`src/rtl/spi_servo_cmd_rx_if.sv`:
```
// SPI pin bundle and write-port bundle for the servo command receiver.
// slave: the receiver (samples SPI pins, drives the write port).
// master: the SPI source / pulse-register side.
interface spi_servo_cmd_rx_if;
  logic        i_spi_clock;
  logic        i_mosi;
  logic        i_select;
  logic        o_wr_valid;
  logic [7:0]  o_wr_index;
  logic [15:0] o_wr_pulse;
  logic        o_clamped;
  logic        o_frame_err;
  logic        o_busy;

  modport slave (
    input  i_spi_clock, i_mosi, i_select,
    output o_wr_valid, o_wr_index, o_wr_pulse, o_clamped, o_frame_err, o_busy
  );

  modport master (
    output i_spi_clock, i_mosi, i_select,
    input  o_wr_valid, o_wr_index, o_wr_pulse, o_clamped, o_frame_err, o_busy
  );
endinterface

```
`src/rtl/spi_servo_cmd_rx.sv`:
```
// Servo command receiver: oversampled SPI (CPOL=1, CPHA=0, LSB first) into
// 3-byte frames {index, pulse[15:8], pulse[7:0]}, index range check, pulse
// clamp, single-cycle write strobe. Fully synchronous to i_clock.
// Optional: define SERVO_CMD_CHECKSUM_EN for a 4th XOR checksum byte.
module spi_servo_cmd_rx #(
  parameter int NUM_CHANNELS = 12,
  parameter int MIN_PULSE    = 500,
  parameter int MAX_PULSE    = 2500,
  parameter int SYNC_STAGES  = 2
) (
  input  logic                 i_clock,
  input  logic                 i_reset_n,
  spi_servo_cmd_rx_if.slave    bus
);

  localparam logic [7:0]  NUM_CH = 8'(NUM_CHANNELS);
  localparam logic [15:0] MIN_P  = 16'(MIN_PULSE);
  localparam logic [15:0] MAX_P  = 16'(MAX_PULSE);

  typedef enum logic [2:0] {
    S_IDLE, S_IDX, S_HI, S_LO,
`ifdef SERVO_CMD_CHECKSUM_EN
    S_CHK,
`endif
    S_COMMIT
  } state_t;

  // ---------------- input synchronizers ----------------
  logic [SYNC_STAGES-1:0] sck_sync_q, ss_sync_q, mosi_sync_q, settle_q;
  logic                   sck_prev_q, ss_prev_q;
  logic                   sck_s, ss_s, mosi_s, settled;

  assign sck_s   = sck_sync_q[SYNC_STAGES-1];
  assign ss_s    = ss_sync_q[SYNC_STAGES-1];
  assign mosi_s  = mosi_sync_q[SYNC_STAGES-1];
  assign settled = settle_q[SYNC_STAGES-1];

  // Sync chains preset to idle levels. ss_prev only tracks SS once the chain
  // holds real pin samples, so SS already low at reset release never looks
  // like a fresh frame start: SS must be seen high first.
  always_ff @(posedge i_clock or negedge i_reset_n) begin
    if (!i_reset_n) begin
      sck_sync_q  <= '1;
      ss_sync_q   <= '1;
      mosi_sync_q <= '0;
      settle_q    <= '0;
      sck_prev_q  <= 1'b1;
      ss_prev_q   <= 1'b0;
    end else begin
      sck_sync_q  <= {sck_sync_q[SYNC_STAGES-2:0],  bus.i_spi_clock};
      ss_sync_q   <= {ss_sync_q[SYNC_STAGES-2:0],   bus.i_select};
      mosi_sync_q <= {mosi_sync_q[SYNC_STAGES-2:0], bus.i_mosi};
      settle_q    <= {settle_q[SYNC_STAGES-2:0],    1'b1};
      sck_prev_q  <= sck_s;
      ss_prev_q   <= settled ? ss_s : 1'b0;
    end
  end

  // ---------------- frame assembly ----------------
  state_t      state_q, state_d;
  logic [2:0]  bit_cnt_q, bit_cnt_d;
  logic [7:0]  shift_q, shift_d, idx_q, idx_d, hi_q, hi_d;
`ifdef SERVO_CMD_CHECKSUM_EN
  logic [7:0]  lo_q, lo_d;
`endif
  logic        got_q, got_d;
  logic        wr_valid_q, wr_valid_d, clamped_q, clamped_d, frame_err_q, frame_err_d;
  logic [7:0]  wr_index_q, wr_index_d;
  logic [15:0] wr_pulse_q, wr_pulse_d;

  logic        sck_fall, ss_fall, ss_rise, byte_done, do_commit, chk_ok;
  logic [7:0]  byte_w, lo_w;
  logic [15:0] pulse_w;

  assign sck_fall  = sck_prev_q & ~sck_s & ~ss_s & (state_q != S_IDLE);
  assign ss_fall   = ss_prev_q & ~ss_s;
  assign ss_rise   = ~ss_prev_q & ss_s & settled;
  assign byte_done = sck_fall && (bit_cnt_q == 3'd7);
  assign byte_w    = {mosi_s, shift_q[6:0]};

  // Next state, bit capture, commit checks and abort handling
  always_comb begin
    state_d     = state_q;
    bit_cnt_d   = bit_cnt_q;
    shift_d     = shift_q;
    idx_d       = idx_q;
    hi_d        = hi_q;
`ifdef SERVO_CMD_CHECKSUM_EN
    lo_d        = lo_q;
`endif
    got_d       = got_q;
    wr_valid_d  = 1'b0;
    clamped_d   = 1'b0;
    frame_err_d = 1'b0;
    wr_index_d  = wr_index_q;
    wr_pulse_d  = wr_pulse_q;
    do_commit   = 1'b0;
    chk_ok      = 1'b1;
    lo_w        = byte_w;

    if (sck_fall) begin
      shift_d[bit_cnt_q] = mosi_s;
      bit_cnt_d          = bit_cnt_q + 3'd1;
      got_d              = 1'b1;
    end

    case (state_q)
      S_IDLE: if (ss_fall) state_d = S_IDX;
      S_IDX: if (byte_done) begin
        idx_d   = byte_w;
        state_d = S_HI;
      end
      S_HI: if (byte_done) begin
        hi_d    = byte_w;
        state_d = S_LO;
      end
      S_LO: if (byte_done) begin
`ifdef SERVO_CMD_CHECKSUM_EN
        lo_d    = byte_w;
        state_d = S_CHK;
`else
        do_commit = 1'b1;
`endif
      end
`ifdef SERVO_CMD_CHECKSUM_EN
      S_CHK: if (byte_done) begin
        do_commit = 1'b1;
        lo_w      = lo_q;
        chk_ok    = (byte_w == (idx_q ^ hi_q ^ lo_q));
      end
`endif
      S_COMMIT: state_d = S_IDX;
      default:  state_d = S_IDLE;
    endcase

    pulse_w = {hi_q, lo_w};

    if (do_commit) begin
      state_d = S_COMMIT;
      got_d   = 1'b0;
      if (!chk_ok || idx_q >= NUM_CH) begin
        frame_err_d = 1'b1;
      end else begin
        wr_valid_d = 1'b1;
        wr_index_d = idx_q;
        if (pulse_w < MIN_P) begin
          wr_pulse_d = MIN_P;
          clamped_d  = 1'b1;
        end else if (pulse_w > MAX_P) begin
          wr_pulse_d = MAX_P;
          clamped_d  = 1'b1;
        end else begin
          wr_pulse_d = pulse_w;
        end
      end
    end

    // SS release drops any partial frame; a COMMIT in flight has already
    // produced its strobe, so it is not an error.
    if (ss_rise && state_q != S_IDLE) begin
      state_d   = S_IDLE;
      bit_cnt_d = 3'd0;
      shift_d   = 8'd0;
      got_d     = 1'b0;
      if (got_q && state_q != S_COMMIT) frame_err_d = 1'b1;
    end
  end

  // State and output registers
  always_ff @(posedge i_clock or negedge i_reset_n) begin
    if (!i_reset_n) begin
      state_q     <= S_IDLE;
      bit_cnt_q   <= 3'd0;
      shift_q     <= 8'd0;
      idx_q       <= 8'd0;
      hi_q        <= 8'd0;
`ifdef SERVO_CMD_CHECKSUM_EN
      lo_q        <= 8'd0;
`endif
      got_q       <= 1'b0;
      wr_valid_q  <= 1'b0;
      clamped_q   <= 1'b0;
      frame_err_q <= 1'b0;
      wr_index_q  <= 8'd0;
      wr_pulse_q  <= 16'd0;
    end else begin
      state_q     <= state_d;
      bit_cnt_q   <= bit_cnt_d;
      shift_q     <= shift_d;
      idx_q       <= idx_d;
      hi_q        <= hi_d;
`ifdef SERVO_CMD_CHECKSUM_EN
      lo_q        <= lo_d;
`endif
      got_q       <= got_d;
      wr_valid_q  <= wr_valid_d;
      clamped_q   <= clamped_d;
      frame_err_q <= frame_err_d;
      wr_index_q  <= wr_index_d;
      wr_pulse_q  <= wr_pulse_d;
    end
  end

  assign bus.o_wr_valid  = wr_valid_q;
  assign bus.o_wr_index  = wr_index_q;
  assign bus.o_wr_pulse  = wr_pulse_q;
  assign bus.o_clamped   = clamped_q;
  assign bus.o_frame_err = frame_err_q;
  assign bus.o_busy      = got_q;

endmodule

```
`src/flat_wrapper.sv`:
```
// flat-port wrapper written by rule: the top's interface ports become plain ports
module spi_servo_cmd_rx_flat 
#(
  parameter int NUM_CHANNELS = 12,
  parameter int MIN_PULSE    = 500,
  parameter int MAX_PULSE    = 2500,
  parameter int SYNC_STAGES  = 2
)
  (i_clock, i_reset_n, bus_i_spi_clock, bus_i_mosi, bus_i_select, bus_o_wr_valid, bus_o_wr_index, bus_o_wr_pulse, bus_o_clamped, bus_o_frame_err, bus_o_busy);
  spi_servo_cmd_rx_if bus_i ();
  input  logic i_clock;
  input  logic i_reset_n;
  input wire logic [$bits(bus_i.i_spi_clock)-1:0] bus_i_spi_clock;
  input wire logic [$bits(bus_i.i_mosi)-1:0] bus_i_mosi;
  input wire logic [$bits(bus_i.i_select)-1:0] bus_i_select;
  output wire logic [$bits(bus_i.o_wr_valid)-1:0] bus_o_wr_valid;
  output wire logic [$bits(bus_i.o_wr_index)-1:0] bus_o_wr_index;
  output wire logic [$bits(bus_i.o_wr_pulse)-1:0] bus_o_wr_pulse;
  output wire logic [$bits(bus_i.o_clamped)-1:0] bus_o_clamped;
  output wire logic [$bits(bus_i.o_frame_err)-1:0] bus_o_frame_err;
  output wire logic [$bits(bus_i.o_busy)-1:0] bus_o_busy;
  assign bus_i.i_spi_clock = bus_i_spi_clock;
  assign bus_i.i_mosi = bus_i_mosi;
  assign bus_i.i_select = bus_i_select;
  assign bus_o_wr_valid = bus_i.o_wr_valid;
  assign bus_o_wr_index = bus_i.o_wr_index;
  assign bus_o_wr_pulse = bus_i.o_wr_pulse;
  assign bus_o_clamped = bus_i.o_clamped;
  assign bus_o_frame_err = bus_i.o_frame_err;
  assign bus_o_busy = bus_i.o_busy;
  spi_servo_cmd_rx #(.NUM_CHANNELS(NUM_CHANNELS), .MIN_PULSE(MIN_PULSE), .MAX_PULSE(MAX_PULSE), .SYNC_STAGES(SYNC_STAGES)) u_core (.i_clock(i_clock), .i_reset_n(i_reset_n), .bus(bus_i));
endmodule
```
`config.mk`:
```
export PLATFORM = sky130hd
export DESIGN_NAME = spi_servo_cmd_rx_flat
export DESIGN_NICKNAME = d
export VERILOG_FILES = /design/src/rtl/spi_servo_cmd_rx_if.sv /design/src/rtl/spi_servo_cmd_rx.sv /design/src/flat_wrapper.sv
export SDC_FILE = /design/constraint.sdc
export NUM_CORES = 1
export LEC_CHECK = 0
export BUFFER_PORTS_ARGS = -buffer_cell sky130_fd_sc_hd__buf_4
export CORE_MARGIN = 4
export CORE_UTILIZATION = 61
export CTS_CLUSTER_SIZE = 10
export DETAILED_ROUTE_END_ITERATION = 8
export PLACE_DENSITY = 0.84
export SLEW_MARGIN = 20
export SYNTH_ARGS = -nofsm -noshare
export SYNTH_HDL_FRONTEND = slang
export SYNTH_SLANG_ARGS = --single-unit
```
`constraint.sdc`:
```
create_clock -name i_clock -period 5.1 [get_ports i_clock]
set_input_delay 0.255 -clock i_clock [delete_from_list [all_inputs] [get_ports i_clock]]
set_output_delay 0.255 -clock i_clock [all_outputs]
set_load 0.02 [all_outputs]
```
# == Word-level counts from Yosys, hierarchy flattened ==
# Index checks and enable logic that the tools add are counted.
# totals
out_inout_bits,28
ff_bits,68
# classes
reduce_logical,12
eq_ne,10
n_addsub,1
mux,31
n_bitwise,10
n_lt_le_gt_ge,5
# op_table
operator,n
16-bit two-way mux,2
3-bit two-way mux,7
1-bit two-way mux,17
"16-bit by 12-bit > comparator with 1-bit output, second input constant",1
"16-bit by 9-bit less-than comparator with 1-bit output, second input constant",1
8-bit two-way mux,2
3-bit case mux with 5 select lines,1
"4-bit by 1-bit != test with 1-bit output, second input constant",3
8-bit bitwise mux,1
"8-bit by 4-bit greater-or-equal comparator with 1-bit output, second input constant",1
1-bit bitwise AND,6
"3-bit by 2-bit == test with 1-bit output, second input constant",2
"3-bit == test, second input constant",2
2-bit AND reduction,3
3-bit nonzero test,2
1-bit logical AND,4
"3-bit by 4-bit less-than comparator with 1-bit output, second input constant",1
1-bit inverter,4
4-bit AND reduction,1
"3-bit by 1-bit adder with 3-bit output, second input constant",1
1-bit demux with 3-bit select,1
"3-bit by 1-bit == test with 1-bit output, second input constant",1
"3-bit by 1-bit greater-or-equal comparator with 1-bit output, second input constant",1
3-bit zero test,1
other kinds (3),3

# == Logic depth before layout (Yosys ltp) ==
# depth
word_depth,10
depth_mapped,8
mapped_depth_nobuf,7

# == Worst setup path after synthesis ==
# OpenSTA, ideal clock, no wires.
# synth_path
path_type,register -> register
startpoint,register u_core.bit_cnt_q[0]
endpoint,register u_core.idx_q[0]
path_slack_ps,3194
arrival_ps,1781
required_ps,4975
path_stages_with_launch,7
path_buffers,0
synth_period_minus_slack_ps,1906
cell_sequence,dfrtp_1 -> ha_1 -> ha_1 -> and4bb_4 -> nand2_4 -> nor4_4 -> mux2_2
# synth_between
elab_chain_cells,3
# synth_rtl
item,line,source
start: declaration,spi_servo_cmd_rx.sv:61,"logic [2:0] bit_cnt_q, bit_cnt_d;"
start signal: assignment,spi_servo_cmd_rx.sv:188,bit_cnt_q <= bit_cnt_d;
3-bit == test,spi_servo_cmd_rx.sv:78,assign byte_done = sck_fall && (bit_cnt_q == 3'd7);
1-bit logical AND,spi_servo_cmd_rx.sv:78,
2-bit AND reduction (no source line),n/a,
end signal: assignment,spi_servo_cmd_rx.sv:190,idx_q <= idx_d;
end: declaration,spi_servo_cmd_rx.sv:62,"logic [7:0] shift_q, shift_d, idx_q, idx_d, hi_q, hi_d;"
# No other way between the ends.
# A chain may end at the register's enable or synchronous reset.

# == Worst setup path after layout ==
# layout_path
startpoint,register u_core.bit_cnt_q[0]
endpoint,register u_core.wr_pulse_q[5] (netlist: u_core.bus.o_wr_pulse[5])
# layout_between
elab_chain_cells,5
# layout_rtl
item,line,source
3-bit == test,spi_servo_cmd_rx.sv:78,
1-bit logical AND,spi_servo_cmd_rx.sv:78,
1-bit two-way mux,spi_servo_cmd_rx.sv:117,S_LO: if (byte_done) begin
1-bit two-way mux,spi_servo_cmd_rx.sv:107,case (state_q)
2-bit AND reduction (no source line),n/a,
end signal: assignment,spi_servo_cmd_rx.sv:200,wr_pulse_q <= wr_pulse_d;
end: declaration,spi_servo_cmd_rx.sv:69,"logic [15:0] wr_pulse_q, wr_pulse_d;"
# No other way between the ends.

==> key figures <==
Synth
  • Top cell type by total area after synthesis: dfrtp_1
  • Mux contribution to synthesized area: a little under a tenth
  • EDFF count, synth: 0
  • Cell variety after synth: 44
  • Count leader, synth: dfrtp_1
  • Most used DFF post-synth: dfrtp_1
  • Post-synthesis compound-gate area fraction: 6.809%
  • Async SR Flop Fraction: 100.0%
  • Post-synth top area share: a little under three fifths
  • Post-Synth XOR/XNOR Area: 0.6355%
  • Mapped Nets: approximately 240
  • Yosys warns: 0
  • Post-Syn Area per Cell: 11.93 µm²
  • Synth Area in Simple Gates: around a fifth
  • Largest family of logic cells by synthesized area: simple AND/OR/NAND/NOR gates
  • Yosys reg bits: 67
  • Mapped Cells: 231
  • Most instantiated cells after synthesis: 62 x dfrtp_1, 34 x nand2_1, 16 x mux2_2, 16 x nor2_1, 12 x and2_1
  • Synthesized cell area: between 2000 and 3000 µm²
  • Adder-cell area share of the yosys netlist: 0.9079%
  • Top cells by area, synth: dfrtp_1 56%, mux2_2 6.5%, dfstp_2 4.8%
  • Post-synthesis sequential area ratio: about three fifths

Setup path
  • CP max stage cell: nand4b_2
  • Setup CP Type: flip-flop to flip-flop
  • Critical Path Max Stage Delay: between 0.5 and 0.6 ns
  • Crit-path leading delay family: simple AND/OR/NAND/NOR gates
  • Max Fanout on Critical Path: 25
  • Crit path buf inv count: 1
  • Worst setup SP type: flip-flop
  • Critical path arrival: 2.78 ns
  • Most used cell, CP: ha_1
  • CP Capture Type: flip-flop
  • CP required: 5.31 ns
  • CP Cell Sequence: ha_1 > ha_1 > and4bb_4 > nand4b_2 > inv_2 > mux2i_1 > o21ai_0

Clock network
  • Total CTS buffers: 9
  • CTS sink cnt: 67
  • Cts hold-fix bufs: 0
  • CTS tree: yes
  • # resized after CTS: 0
  • H-tree levels: 3
  • Root buf cell: clkbuf_8
  • CTS Buffer Depth: 2
  • Clk slew on worst S/H paths: 0.07 ns
  • Worst skew pair latency: 0.33 ns
  • Postcts setup bufs: 0

Placement
  • HPWL Detailed: 3296 µm
  • Number of port buffers: 32
  • GPL Wtd Cong: 0.8025
  • Placed Area: about 3000 µm²

Power and ir drop
  • Worst VDD drop: 352.3 µV
  • Int Pwr: 832.8 µW
  • Static leakage power: 0.001620 µW
  • Comb pwr share: 6.3%
  • P_sw: about 260 µW
  • Clock power share: 39.7%
  • PD cells: about 340 nW/µm²
  • Switching Share: 23.71%
  • Seq pwr share: 54.1%

Global routing
  • First-pass GRT wire length: ~8700 µm
  • Vias in the first global route: 1769
  • Initial antenna violation count: 0
  • Total GRT Usage: 20.93%
  • Largest net degree at the start of global routing: 68
  • GRT overflow: 0

Detailed routing
  • Via density: roughly 5.7
  • Initial drt markers: 147
  • DRC Markers: 0
  • DRT Pass-1 Iters: 4
  • Vias: 1825
  • Antenna Nets Post-Route: 0
  • DR WL/cell: around 16 µm
  • Final WL: 5256 µm

Outcome
  • Outcome: complete, but fails checks
  • Violated checks: negative hold slack

Floorplan
  • Chip width: 75.22 µm
  • I/O Pins: 33
  • Die Ht: 75.22 µm
  • Initial core utilization: 63.30%
  • Core area: 4354 µm²
  • Die area: around 5700 µm²
  • Rows: 24

Worst hold path
  • HP Class: input pin to async pin

Layout
  • Post-layout net count: 274
  • Fillcell total: 317
  • Core occupancy in the finished layout: between 70% and 80%
  • Layout area overhead: 16.07%
  • # diodes: 0
  • Layout cells sized above 1: 28.04%
  • Finished Cell Area: 3199 µm²

Timing
  • Slew headroom: 46.90%
  • Final setup viols: 0
  • RSZ-0062 raised after global routing: false
  • Max Fclk: 389.0 MHz
  • Final hold violations: 2
  • Final Skew: roughly 0.012 ns
  • TNS Setup: 0 ns
  • Worst-margin pin slew: 0.7966 ns
  • Max-slew violations: 0
  • Period minus WS final: 2.571 ns
  • Tcrit/Tclk final: between 50 and 60%
  • Min Hold Slack: -0.0005387 ns

Job
  • Number of max-cap violations: 0
-- sequential cells by signal, indices dropped and copies added, names as in the netlist, 2 cells and up --
register               cells
u_core.state_q             3
u_core.shift_q             7
u_core.mosi_sync_q         2
u_core.ss_sync_q           2
u_core.idx_q               8
u_core.bit_cnt_q           3
u_core.hi_q                8
u_core.settle_q            2
u_core.sck_sync_q          2
u_core.bus.o_wr_pulse     16
u_core.bus.o_wr_index      8
-- cells in the final DEF, fill, tap and decap left out, drive strengths merged, types with 2 or more instances in the layout --
cell type / n
mux2: 16
a21oi: 6
dfrtp: 62
a41o: 3
nor3: 6
nor2b: 4
mux2i: 7
inv: 2
clkbuf: 13
ha: 2
a31oi: 5
buf: 32
nor4: 4
dfstp: 5
and2: 13
nand2: 36
nor2: 16
nand3: 6
nand4: 4
o21ai: 12
-- logic make-up after synthesis --
family,after synthesis
multiplexers,23
XOR/XNOR,2
adder cells (fa/ha/maj),2
other,1
flip-flops,67
AO/OA/AOI/OAI,30
buffers and inverters,9
AND/OR/NAND/NOR,97
-- per-stage QoR --
stage / setup WS (ns) / power (µW) / cells
CTS: 2.532 / 1099 / 323
detailed placement: 2.555 / 667.4 / 308
finish: 2.529 / 1092 / 323
global placement: 2.660 / 666.2 / 308
floorplan: 3.194 / 636.9 / 231
global route: 2.287 / 1141 / 323
-- path summary, 6_finish.rpt --
check	startpoint	to	slack, ns	cells past startpoint
max	u_core.bit_cnt_q[0]	u_core.bus.o_wr_pulse[5]	2.53	7
min	i_reset_n	u_core.bus.o_wr_pulse[14]	-0.0005	1
max reg2reg	u_core.bit_cnt_q[0]	u_core.bus.o_wr_pulse[5]	2.53	7
min reg2reg	u_core.mosi_sync_q[0]	u_core.mosi_sync_q[1]	0.35	0
max in group asynchronous	i_reset_n	u_core.settle_q[1]	4.56	1
min in group i_clock	bus_i_select	u_core.ss_sync_q[0]	0.03	1
-- power groups by stage --
stage,logic [µW],registers [µW],clock network [µW]
after CTS,69.9,589,440
after floorplan,47.0,590,0
after global routing,81.5,595,465
after detailed placement,68.8,599,0
after global placement,68.5,598,0
final,68.5,590,433
-- per-layer routing --
layer	vias to the layer above	track usage (%)	wire length, µm
met1	892	30.04	2357
met4	0	9.903	106
li1	875	-	-
met3	10	4.806	276
met5	-	0	0
met2	48	30.37	2515
-- layout make-up --
class | instances | area (µm²) | area share [%]
clock buffers | 13 | 158.9 | 4.967
clock inverters | 2 | 35.03 | 1.095
inverters | 2 | 7.507 | 0.2346
multi-input cells | 155 | 1010 | 31.56
flip-flops and latches | 67 | 1683 | 52.60
well taps | 52 | 65.06 | 2.034
repair buffers | 32 | 240.2 | 7.509
(Power assumes the default switching activity.)
